--- src/rtl/wb_commit_queue.sv ---
// rtl/wb_commit_queue.sv - multi-lane writeback commit queue (optional forwarding: WB_QUEUE_FWD_EN)
module wb_commit_queue #(
    parameter int LANES  = 2,
    parameter int DATA_W = 32,
    parameter int DEPTH  = 4,
    parameter int NQ     = 2
) (
    input  logic                       clk,
    input  logic                       resetn,
    input  logic                       wb_flush,
    input  logic                       wb_diswr,
    input  logic                       in_valid,
    output logic                       in_ready,
    input  logic [LANES-1:0]           in_lane_v,
    input  logic [LANES*32-1:0]        in_pc,
    input  logic [LANES*DATA_W-1:0]    in_alu,
    input  logic [LANES*DATA_W-1:0]    in_outb,
    input  logic [LANES*32-1:0]        in_dmout,
    input  logic [LANES*3-1:0]         in_ldtype,
    input  logic [LANES*2-1:0]         in_wbsel,
    input  logic [LANES*5-1:0]         in_dst,
    input  logic [LANES-1:0]           in_rfwr,
    output logic [LANES-1:0]           wb_we,
    output logic [LANES*5-1:0]         wb_dst,
    output logic [LANES*DATA_W-1:0]    wb_data,
    output logic [LANES*32-1:0]        wb_pc,
    output logic [$clog2(DEPTH):0]     q_count,
    input  logic [NQ*5-1:0]            q_idx,
    output logic [NQ-1:0]              q_hit,
    output logic [NQ*DATA_W-1:0]       q_data
);

    localparam int PTR_W = $clog2(DEPTH);
    localparam int CNT_W = PTR_W + 1;

    logic [PTR_W-1:0]  head_q, head_d;
    logic [PTR_W-1:0]  tail_q, tail_d;
    logic [CNT_W-1:0]  cnt_q, cnt_d;

    logic [DATA_W-1:0] data_q [DEPTH][LANES];
    logic [DATA_W-1:0] data_d [DEPTH][LANES];
    logic [4:0]        dst_q  [DEPTH][LANES];
    logic [4:0]        dst_d  [DEPTH][LANES];
    logic [31:0]       pc_q   [DEPTH][LANES];
    logic [31:0]       pc_d   [DEPTH][LANES];
    logic [LANES-1:0]  we_q   [DEPTH];
    logic [LANES-1:0]  we_d   [DEPTH];

    logic [DATA_W-1:0] lane_val [LANES];
    logic [LANES-1:0]  lane_raw;
    logic [LANES-1:0]  lane_we;
    logic              empty;
    logic              push;
    logic              pop;

    // Sign/zero extension of the selected byte/half of the raw D-cache word.
    function automatic logic [31:0] load_ext(input logic [2:0] t, input logic [1:0] off,
                                             input logic [31:0] dm);
        logic [7:0]  by;
        logic [15:0] hw;
        by = dm[{off, 3'b000} +: 8];
        hw = off[1] ? dm[31:16] : dm[15:0];
        case (t)
            3'd1:    load_ext = {{24{by[7]}}, by};
            3'd2:    load_ext = {24'b0, by};
            3'd3:    load_ext = {{16{hw[15]}}, hw};
            3'd4:    load_ext = {16'b0, hw};
            default: load_ext = dm;
        endcase
    endfunction

    assign empty    = (cnt_q == '0);
    assign in_ready = (cnt_q < CNT_W'(DEPTH));
    assign push     = in_valid & in_ready & ~wb_flush;
    assign pop      = ~empty & ~wb_diswr & ~wb_flush;
    assign q_count  = cnt_q;

    // Final lane values and write enables; highest lane wins a same-bundle WAW.
    always_comb begin
        lane_raw = '0;
        lane_we  = '0;
        for (int l = 0; l < LANES; l++) begin
            lane_val[l] = '0;
            case (in_wbsel[l*2 +: 2])
                2'd0:    lane_val[l] = DATA_W'(in_pc[l*32 +: 32] + 32'd8);
                2'd1:    lane_val[l] = in_alu[l*DATA_W +: DATA_W];
                2'd2:    lane_val[l] = in_outb[l*DATA_W +: DATA_W];
                default: lane_val[l] = DATA_W'(load_ext(in_ldtype[l*3 +: 3],
                                                        in_alu[l*DATA_W +: 2],
                                                        in_dmout[l*32 +: 32]));
            endcase
            lane_raw[l] = in_lane_v[l] & in_rfwr[l] & (in_dst[l*5 +: 5] != 5'd0);
        end
        for (int l = 0; l < LANES; l++) begin
            lane_we[l] = lane_raw[l];
            for (int j = l + 1; j < LANES; j++) begin
                if (lane_raw[j] && (in_dst[j*5 +: 5] == in_dst[l*5 +: 5])) begin
                    lane_we[l] = 1'b0;
                end
            end
        end
    end

    // Pointer/count update and enqueue into the tail slot; flush dominates.
    always_comb begin
        head_d = head_q;
        tail_d = tail_q;
        cnt_d  = cnt_q;
        data_d = data_q;
        dst_d  = dst_q;
        pc_d   = pc_q;
        we_d   = we_q;
        if (wb_flush) begin
            head_d = '0;
            tail_d = '0;
            cnt_d  = '0;
        end else begin
            if (push) begin
                for (int l = 0; l < LANES; l++) begin
                    data_d[tail_q][l] = lane_val[l];
                    dst_d[tail_q][l]  = in_dst[l*5 +: 5];
                    pc_d[tail_q][l]   = in_pc[l*32 +: 32];
                end
                we_d[tail_q] = lane_we;
                tail_d       = tail_q + 1'b1;
            end
            if (pop) begin
                head_d = head_q + 1'b1;
            end
            cnt_d = cnt_q + CNT_W'(push) - CNT_W'(pop);
        end
    end

    // Queue state registers.
    always_ff @(posedge clk or negedge resetn) begin
        if (!resetn) begin
            head_q <= '0;
            tail_q <= '0;
            cnt_q  <= '0;
            for (int i = 0; i < DEPTH; i++) begin
                we_q[i] <= '0;
                for (int l = 0; l < LANES; l++) begin
                    data_q[i][l] <= '0;
                    dst_q[i][l]  <= '0;
                    pc_q[i][l]   <= '0;
                end
            end
        end else begin
            head_q <= head_d;
            tail_q <= tail_d;
            cnt_q  <= cnt_d;
            data_q <= data_d;
            dst_q  <= dst_d;
            pc_q   <= pc_d;
            we_q   <= we_d;
        end
    end

    // Head bundle drives the RF ports; writes suppressed when empty, held or flushing.
    always_comb begin
        wb_we   = '0;
        wb_dst  = '0;
        wb_data = '0;
        wb_pc   = '0;
        for (int l = 0; l < LANES; l++) begin
            if (!empty) begin
                wb_we[l]                  = we_q[head_q][l] & ~wb_diswr & ~wb_flush;
                wb_dst[l*5 +: 5]          = dst_q[head_q][l];
                wb_data[l*DATA_W +: DATA_W] = data_q[head_q][l];
                wb_pc[l*32 +: 32]         = pc_q[head_q][l];
            end
        end
    end

`ifdef WB_QUEUE_FWD_EN
    logic [PTR_W-1:0] fwd_idx;

    // Youngest pending write per query: scan oldest->youngest, lanes low->high, last match wins.
    always_comb begin
        q_hit   = '0;
        q_data  = '0;
        fwd_idx = '0;
        for (int q = 0; q < NQ; q++) begin
            for (int k = 0; k < DEPTH; k++) begin
                fwd_idx = head_q + PTR_W'(k);
                if (CNT_W'(k) < cnt_q) begin
                    for (int l = 0; l < LANES; l++) begin
                        if (we_q[fwd_idx][l] && (q_idx[q*5 +: 5] != 5'd0) &&
                            (dst_q[fwd_idx][l] == q_idx[q*5 +: 5])) begin
                            q_hit[q]                  = 1'b1;
                            q_data[q*DATA_W +: DATA_W] = data_q[fwd_idx][l];
                        end
                    end
                end
            end
        end
    end
`else
    logic unused_q_idx;

    assign unused_q_idx = ^q_idx;
    assign q_hit        = '0;
    assign q_data       = '0;
`endif

endmodule

--- config.mk ---
export PLATFORM = sky130hd
export DESIGN_NAME = wb_commit_queue
export DESIGN_NICKNAME = d
export VERILOG_FILES = /design/src/rtl/wb_commit_queue.sv
export SDC_FILE = /design/constraint.sdc
export NUM_CORES = 1
export LEC_CHECK = 0
export CORE_UTILIZATION = 40
export DETAILED_ROUTE_END_ITERATION = 12
export GPL_TIMING_DRIVEN = 0
export PLACE_DENSITY = 0.7
export SETUP_SLACK_MARGIN = 0.05
export SLEW_MARGIN = 15
export SYNTH_ARGS = -nofsm -noshare
export SYNTH_HDL_FRONTEND = slang
export SYNTH_SLANG_ARGS = --single-unit
--- constraint.sdc ---
create_clock -name clk -period 3.3 [get_ports clk]
set_clock_uncertainty 0.05 [all_clocks]
set_input_delay 0.99 -clock clk [delete_from_list [all_inputs] [get_ports clk]]
set_output_delay 0.99 -clock clk [all_outputs]
set_load 0.005 [all_outputs]
### Word-level counts from Yosys, hierarchy flattened

Cells that the tools add are included.

| operators by class | value |
|---|---|
| $add $sub $neg | 6 |
| order comparisons | 4 |
| equal/unequal tests | 13 |
| shifts and indexed selects | 2 |
| muxes and demuxes | 49 |
| bitwise gates (word level) | 17 |
| reduce and logical (&&, ||, !) cells | 10 |

Operator list:

| operator | number |
|---|---|
| 256-bit bitwise mux | 4 |
| 64-bit two-way mux | 5 |
| 64-bit binary-select mux with 2-bit select | 2 |
| 64-bit demux with 2-bit select | 2 |
| 32-bit case mux with 4 select lines | 2 |
| 32-bit case mux with 3 select lines | 2 |
| 32-bit two-way mux | 5 |
| 40-bit bitwise mux | 2 |
| 32-bit by 4-bit adder with 32-bit output (second input constant) | 2 |
| 32-bit by 6-bit variable part select with 8-bit output | 2 |
| 10-bit demux with 2-bit select | 2 |
| 16-bit two-way mux | 2 |
| 10-bit two-way mux | 3 |
| 10-bit binary-select mux with 2-bit select | 1 |
| 5-bit two-way mux | 3 |
| 2-bit two-way mux | 7 |
| 1-bit bitwise AND | 12 |
| 3-bit by 2-bit equality test with 1-bit output (second input constant) | 4 |
| 5-bit nonzero test | 2 |
| 8-bit bitwise mux | 1 |
| 3-bit by 1-bit equality test with 1-bit output (second input constant) | 2 |
| 3-bit equality test (second input constant) | 2 |
| 3-bit greater-or-equal comparator (second input constant) | 2 |
| 2-bit inverter with 3-bit output | 2 |
| 18 further kinds | 28 |

| word-level totals | value |
|---|---|
| register bits | 567 |
| bits of input ports | 295 |
| output and inout port bits | 210 |

### Longest topological paths before layout

| depth | value |
|---|---|
| word-level depth | 7 |
| gate-level depth with buffers | 10 |

### Worst setup path before layout

OpenSTA, ideal clock, no wires.

| timing path | value |
|---|---|
| path kind | input to register |
| from | input port wb_flush |
| to | register cnt_q[2] (netlist: q_count[2]) |
| setup time | 0.132 ns |
| data arrival time | 2.687 ns |
| required time | 3.118 ns |
| path slack | 0.432 ns |
| cell stages on the path | 10 |
| cells stage by stage | clkbuf_1 nor3b_2 inv_1 ha_1 inv_1 ha_1 inv_1 fa_1 xnor2_1 nor2_1 |

| between the ends | value |
|---|---|
| word-level cells in the longest chain between the ends | 5 |
| elaborated cells on any way between the ends | 6 |
| classes of those cells | 2 x add/sub; 1 x mux; 3 x bitwise |

RTL lines:

| item | line | text |
|---|---|---|
| from (decl) | 10 | `input logic wb_flush,` |
| 1-bit inverter (no source line) | n/a |  |
| 1-bit bitwise AND | 74 | `assign push = in_valid & in_ready & ~wb_flush;` |
| 3-bit by 1-bit adder with 3-bit output | 130 | `cnt_d = cnt_q + CNT_W'(push) - CNT_W'(pop);` |
| 3-bit by 1-bit subtractor with 3-bit output | 130 |  |
| 3-bit two-way mux * | 113 | `if (wb_flush) begin` |
| via cnt_d[2] | 38 | `logic [CNT_W-1:0] cnt_q, cnt_d;` |
| to (signal assigned) | 151 | `cnt_q <= cnt_d;` |
| to (decl) | 38 |  |

Mark *: on every way through the listed nets, which the timed path passes. The rest lies on a longest branch.
A chain may end at the register's enable or synchronous reset.

### Worst setup path in the final report

| timing path | value |
|---|---|
| from | register head_q[0] |
| to | output port wb_data[57] |

| between the ends | value |
|---|---|
| word-level cells in the longest chain between the ends | 5 |

RTL lines:

| item | line | text |
|---|---|---|
| from (decl) | 36 | `logic [PTR_W-1:0] head_q, head_d;` |
| from (signal assigned) | 137 | `head_q <= '0;` |
| from (signal assigned) | 149 | `head_q <= head_d;` |
| 2-bit inverter with 3-bit output (not written as such) | 169 | `wb_data[l*DATA_W +: DATA_W] = data_q[head_q][l];` |
| 64-bit binary-select mux with 2-bit select | 169 |  |
| 64-bit two-way mux (2 in a row) | n/a |  |
| 32-bit two-way mux | 166 | `if (!empty) begin` |
| to (decl) | 25 | `output logic [LANES*DATA_W-1:0] wb_data,` |

No other way between the ends. The select of a mux whose other input is x is not followed.

==> run_results.csv <==
group,metric,value,unit
die,die-area,77770,µm²
worst_setup_path,crit_path_start_kind,"register",
power,irDropWorstVdd,488.7,µV
yosys,synth-edff-count,0,
placed_design,dpl-instance-area,36280,µm²
power,seqPwrFrac,0.358,
die,fp.dieW,278.9,µm
detailed_routing,drt_drc_violations_left,0,
sta,grt_setup_unrepaired,"true",
detailed_routing,routed_wl,126000,µm
global_route,antenna_found_initial,7,
die,core,75950,µm²
sta,fmax,276.4,MHz
finish,synthToLayoutAreaGrowth,31.88,%
yosys,syn_avg_cell_area,9.148,µm²
sta,slew-limit-headroom,0.3542,
detailed_routing,dr.pass1.iters,6,
sta,period_share,1.096,
detailed_routing,antenna_left,0,
worst_setup_path,crit_fanout,5,
detailed_routing,vias,29366,
cts,cts_buffers,59,
worst_setup_path,critPathArrivalTime,2.58,ns
placed_design,gp_congestion,0.9821,
power,powerDensity,806.6,nW/µm²
status,status,"finished with violations",
power,clockPowerShare,0.207,
finish,post-route-cell-area,40440,µm²
cts,htree_levels,2,
global_route,grt_max_degree,92,
yosys,synth_top_flop_cell,"dfrtp_1",
finish,final_layout_size_suffix_gt1_frac,0.2071,
cts,clk_latency,0.66,ns
power,p_sw_frac,0.3537,
detailed_routing,wire_per_inst,24.90,µm
detailed_routing,drt-initial-drc-count,3410,
status,violations,"negative setup slack",
sta,finalHoldViolCount,0,
global_route,grt_use_total,0.3165,
cts,clk_pin_slew,0.07,ns
cts,cts_tree,"built",
yosys,syn_inst,3352,
die,start_util,0.4037,
sta,finalCriticalPeriod,3.618,ns
worst_setup_path,cp_num_buf_inv,6,
cts,cts_max_path_buffers,3,
worst_setup_path,cp.required,2.26,ns
yosys,ys_warn_count,0,
worst_setup_path,crit_slowest_cell,"dfrtp_2",
global_route,grt_pass1_wl,183500,µm
die,die_h,278.9,µm
worst_setup_path,path_delay_family,"buffers and inverters",
worst_setup_path,end_kind,"output pin",
worst_setup_path,crit_type,"reg -> out",
placed_design,hpwl,90390,µm
cts,cts_num_sinks,567,
worst_setup_path,crit_top_cell,"buf_12",
sta,setup_violations,137,
sta,tightest_slew,0.9623,ns
finish,final_common_cell,"nand2_1",
power,internal-power,0.02108,W
cts,cts_root_buf,"clkbuf_16",
yosys,synth_cell_types,85,
finish,nets,4276,
yosys,ys_seq_area_frac,0.4627,
hold_path,min_path_type,"in -> async",
die,fp-row-count,101,
power,p_total,0.03262,W
flow_run,drv_cap,0,
power,p_switching,0.01154,W
finish,final_util,0.5325,
sta,whs,0.1310,ns
detailed_routing,routed_via_density,5.805,
yosys,syn_area,30660,µm²
die,ios,505,
worst_setup_path,path_cells,"buf_12 -> clkbuf_16 -> buf_8 -> buf_12 -> buf_6 -> mux4_2 -> nor2b_4 -> buf_2",
worst_setup_path,slowest_delay,0.46,ns
yosys,async_flop_share,1.000,
sta,drv_slew,0,
global_route,grt-ovfl-total,0,
power,p_leak,18.50,nW
placed_design,numPortBuffers,388,
sta,fin_ws,-0.3182,ns
global_route,grt_pass1_vias,28457,
power,comb_power_share,0.436,
finish,mostFrequentLayoutCells,"nand2_1, dfrtp_1, clkdlybuf4s50_1, o21ai_0, clkbuf_1",
yosys,ys_ff_latch,567,
## routing by layer
metal | up-vias | wire length (µm) | GRT usage
met5 | - | 13 | 0
met4 | 2 | 6960 | 0.1646
met3 | 349 | 13550 | 0.07221
met2 | 1826 | 58750 | 0.5034
met1 | 14517 | 46680 | 0.4035
li1 | 12672 | - | -
## power by group through the flow
stage	clock network (W)	logic (W)	registers, W
final	0.00674	0.0142	0.0117
after global routing	0.00701	0.0152	0.0120
after CTS	0.00675	0.0132	0.0116
after detailed placement	0	0.0115	0.0116
after global placement	0	0.0112	0.0116
after floorplan	0	0.00675	0.0111
## final cells by class
| class | count | area (µm²) |
|---|---|---|
| sequential | 567 | 14190 |
| clock buffer | 88 | 1725 |
| antenna | 7 | 17.52 |
| fill | 6841 | 35510 |
| tap | 1030 | 1289 |
| timing repair buffer | 502 | 4882 |
| buffer | 335 | 1962 |
| multi-input combinational | 2471 | 16020 |
| clock inverter | 23 | 219.0 |
| inverter | 36 | 135.1 |
## worst paths after layout
kind / startpoint / endpoint / slack, ns / cells after the start
setup reg to reg: q_count[2]$_DFF_PN0_ / data_q[245]$_DFFE_PN0P_ / 0.30 / 8
min in group clk: pc_q[85]$_DFFE_PN0P_ / pc_q[85]$_DFFE_PN0P_ / 0.42 / 2
hold reg to reg: pc_q[85]$_DFFE_PN0P_ / pc_q[85]$_DFFE_PN0P_ / 0.42 / 2
hold / removal: resetn / data_q[105]$_DFFE_PN0P_ / 0.13 / 1
setup / recovery: head_q[0]$_DFFE_PN0P_ / wb_data[57] / -0.32 / 8
max in group asynchronous: resetn / pc_q[83]$_DFFE_PN0P_ / 1.01 / 5
## cells by family after synthesis
kind of cell | share of synthesized area
AO/OA/AOI/OAI | 0.1290
XOR/XNOR | 0.007998
adder cells (fa/ha/maj) | 0.004244
buffers and inverters | 0.05647
flip-flops | 0.4627
multiplexers | 0.1165
other | 0.0001223
AND/OR/NAND/NOR | 0.2230
## per-stage QoR
step                setup WS (ns)  cells  TNS (ns)
finish                    -0.3182   5059    -22.40
global placement           -24.44   4835         -
detailed placement         -1.240   4843   -471.34
CTS                       -0.4623   5015    -36.62
floorplan                  0.4317   3417         0
global route              -0.3310   5055    -26.46
## worst reg2reg max path: cells and delay by family (launching register included)
family          cells  cell delay [ns]
buf+inv             4             2.00
flops               1             0.39
simple gates        3             0.39
compound gates      1             0.10
## state kept, by name, indices dropped and copies added, names as in the netlist
signal   cells
data_q     256
pc_q       256
dst_q       40
we_q         8
q_count      3
head_q       2
tail_q       2
## synthesized netlist by cell type, drive strengths merged (6+ instances only)
library cell  count  share of area
nand2          1120           0.14
dfrtp           567           0.46
o21ai           228          0.037
clkbuf          217          0.027
nor2b           147          0.030
mux4            142           0.10
buf             126          0.025
nor2            122          0.015
a21oi            79          0.013
o31ai            68          0.017
nor3             40         0.0078
inv              36         0.0044
mux2i            35          0.011
nand3            34         0.0057
nand4            26         0.0053
o211ai           25         0.0063
nor4             24         0.0058
a31oi            21         0.0043
o22ai            19         0.0039
a31o             18         0.0051
xor2             18         0.0051
nand2b           17         0.0035
a221oi           16         0.0058
o21a             16         0.0039
o22a             13         0.0037
and2             12         0.0024
a211o            10         0.0029
a211oi           10         0.0024
or3              10         0.0020
xnor2            10         0.0029
o221ai            9         0.0026
a32oi             8         0.0023
ha                8         0.0033
o31a              7         0.0020
a22o              6         0.0017
o32ai             6         0.0017
## what timing repair did
| item | 4_1_cts | 5_1_grt |
|---|---|---|
| resized for setup | 648 | 329 |
| setup endpoints to repair | 553 | 325 |
| pin swaps | 1 | 1 |
| gates cloned | 8 | 2 |
| hold buffers | 0 | 0 |
| buffers inserted | 60 | 48 |
(Power assumes the default switching activity.)
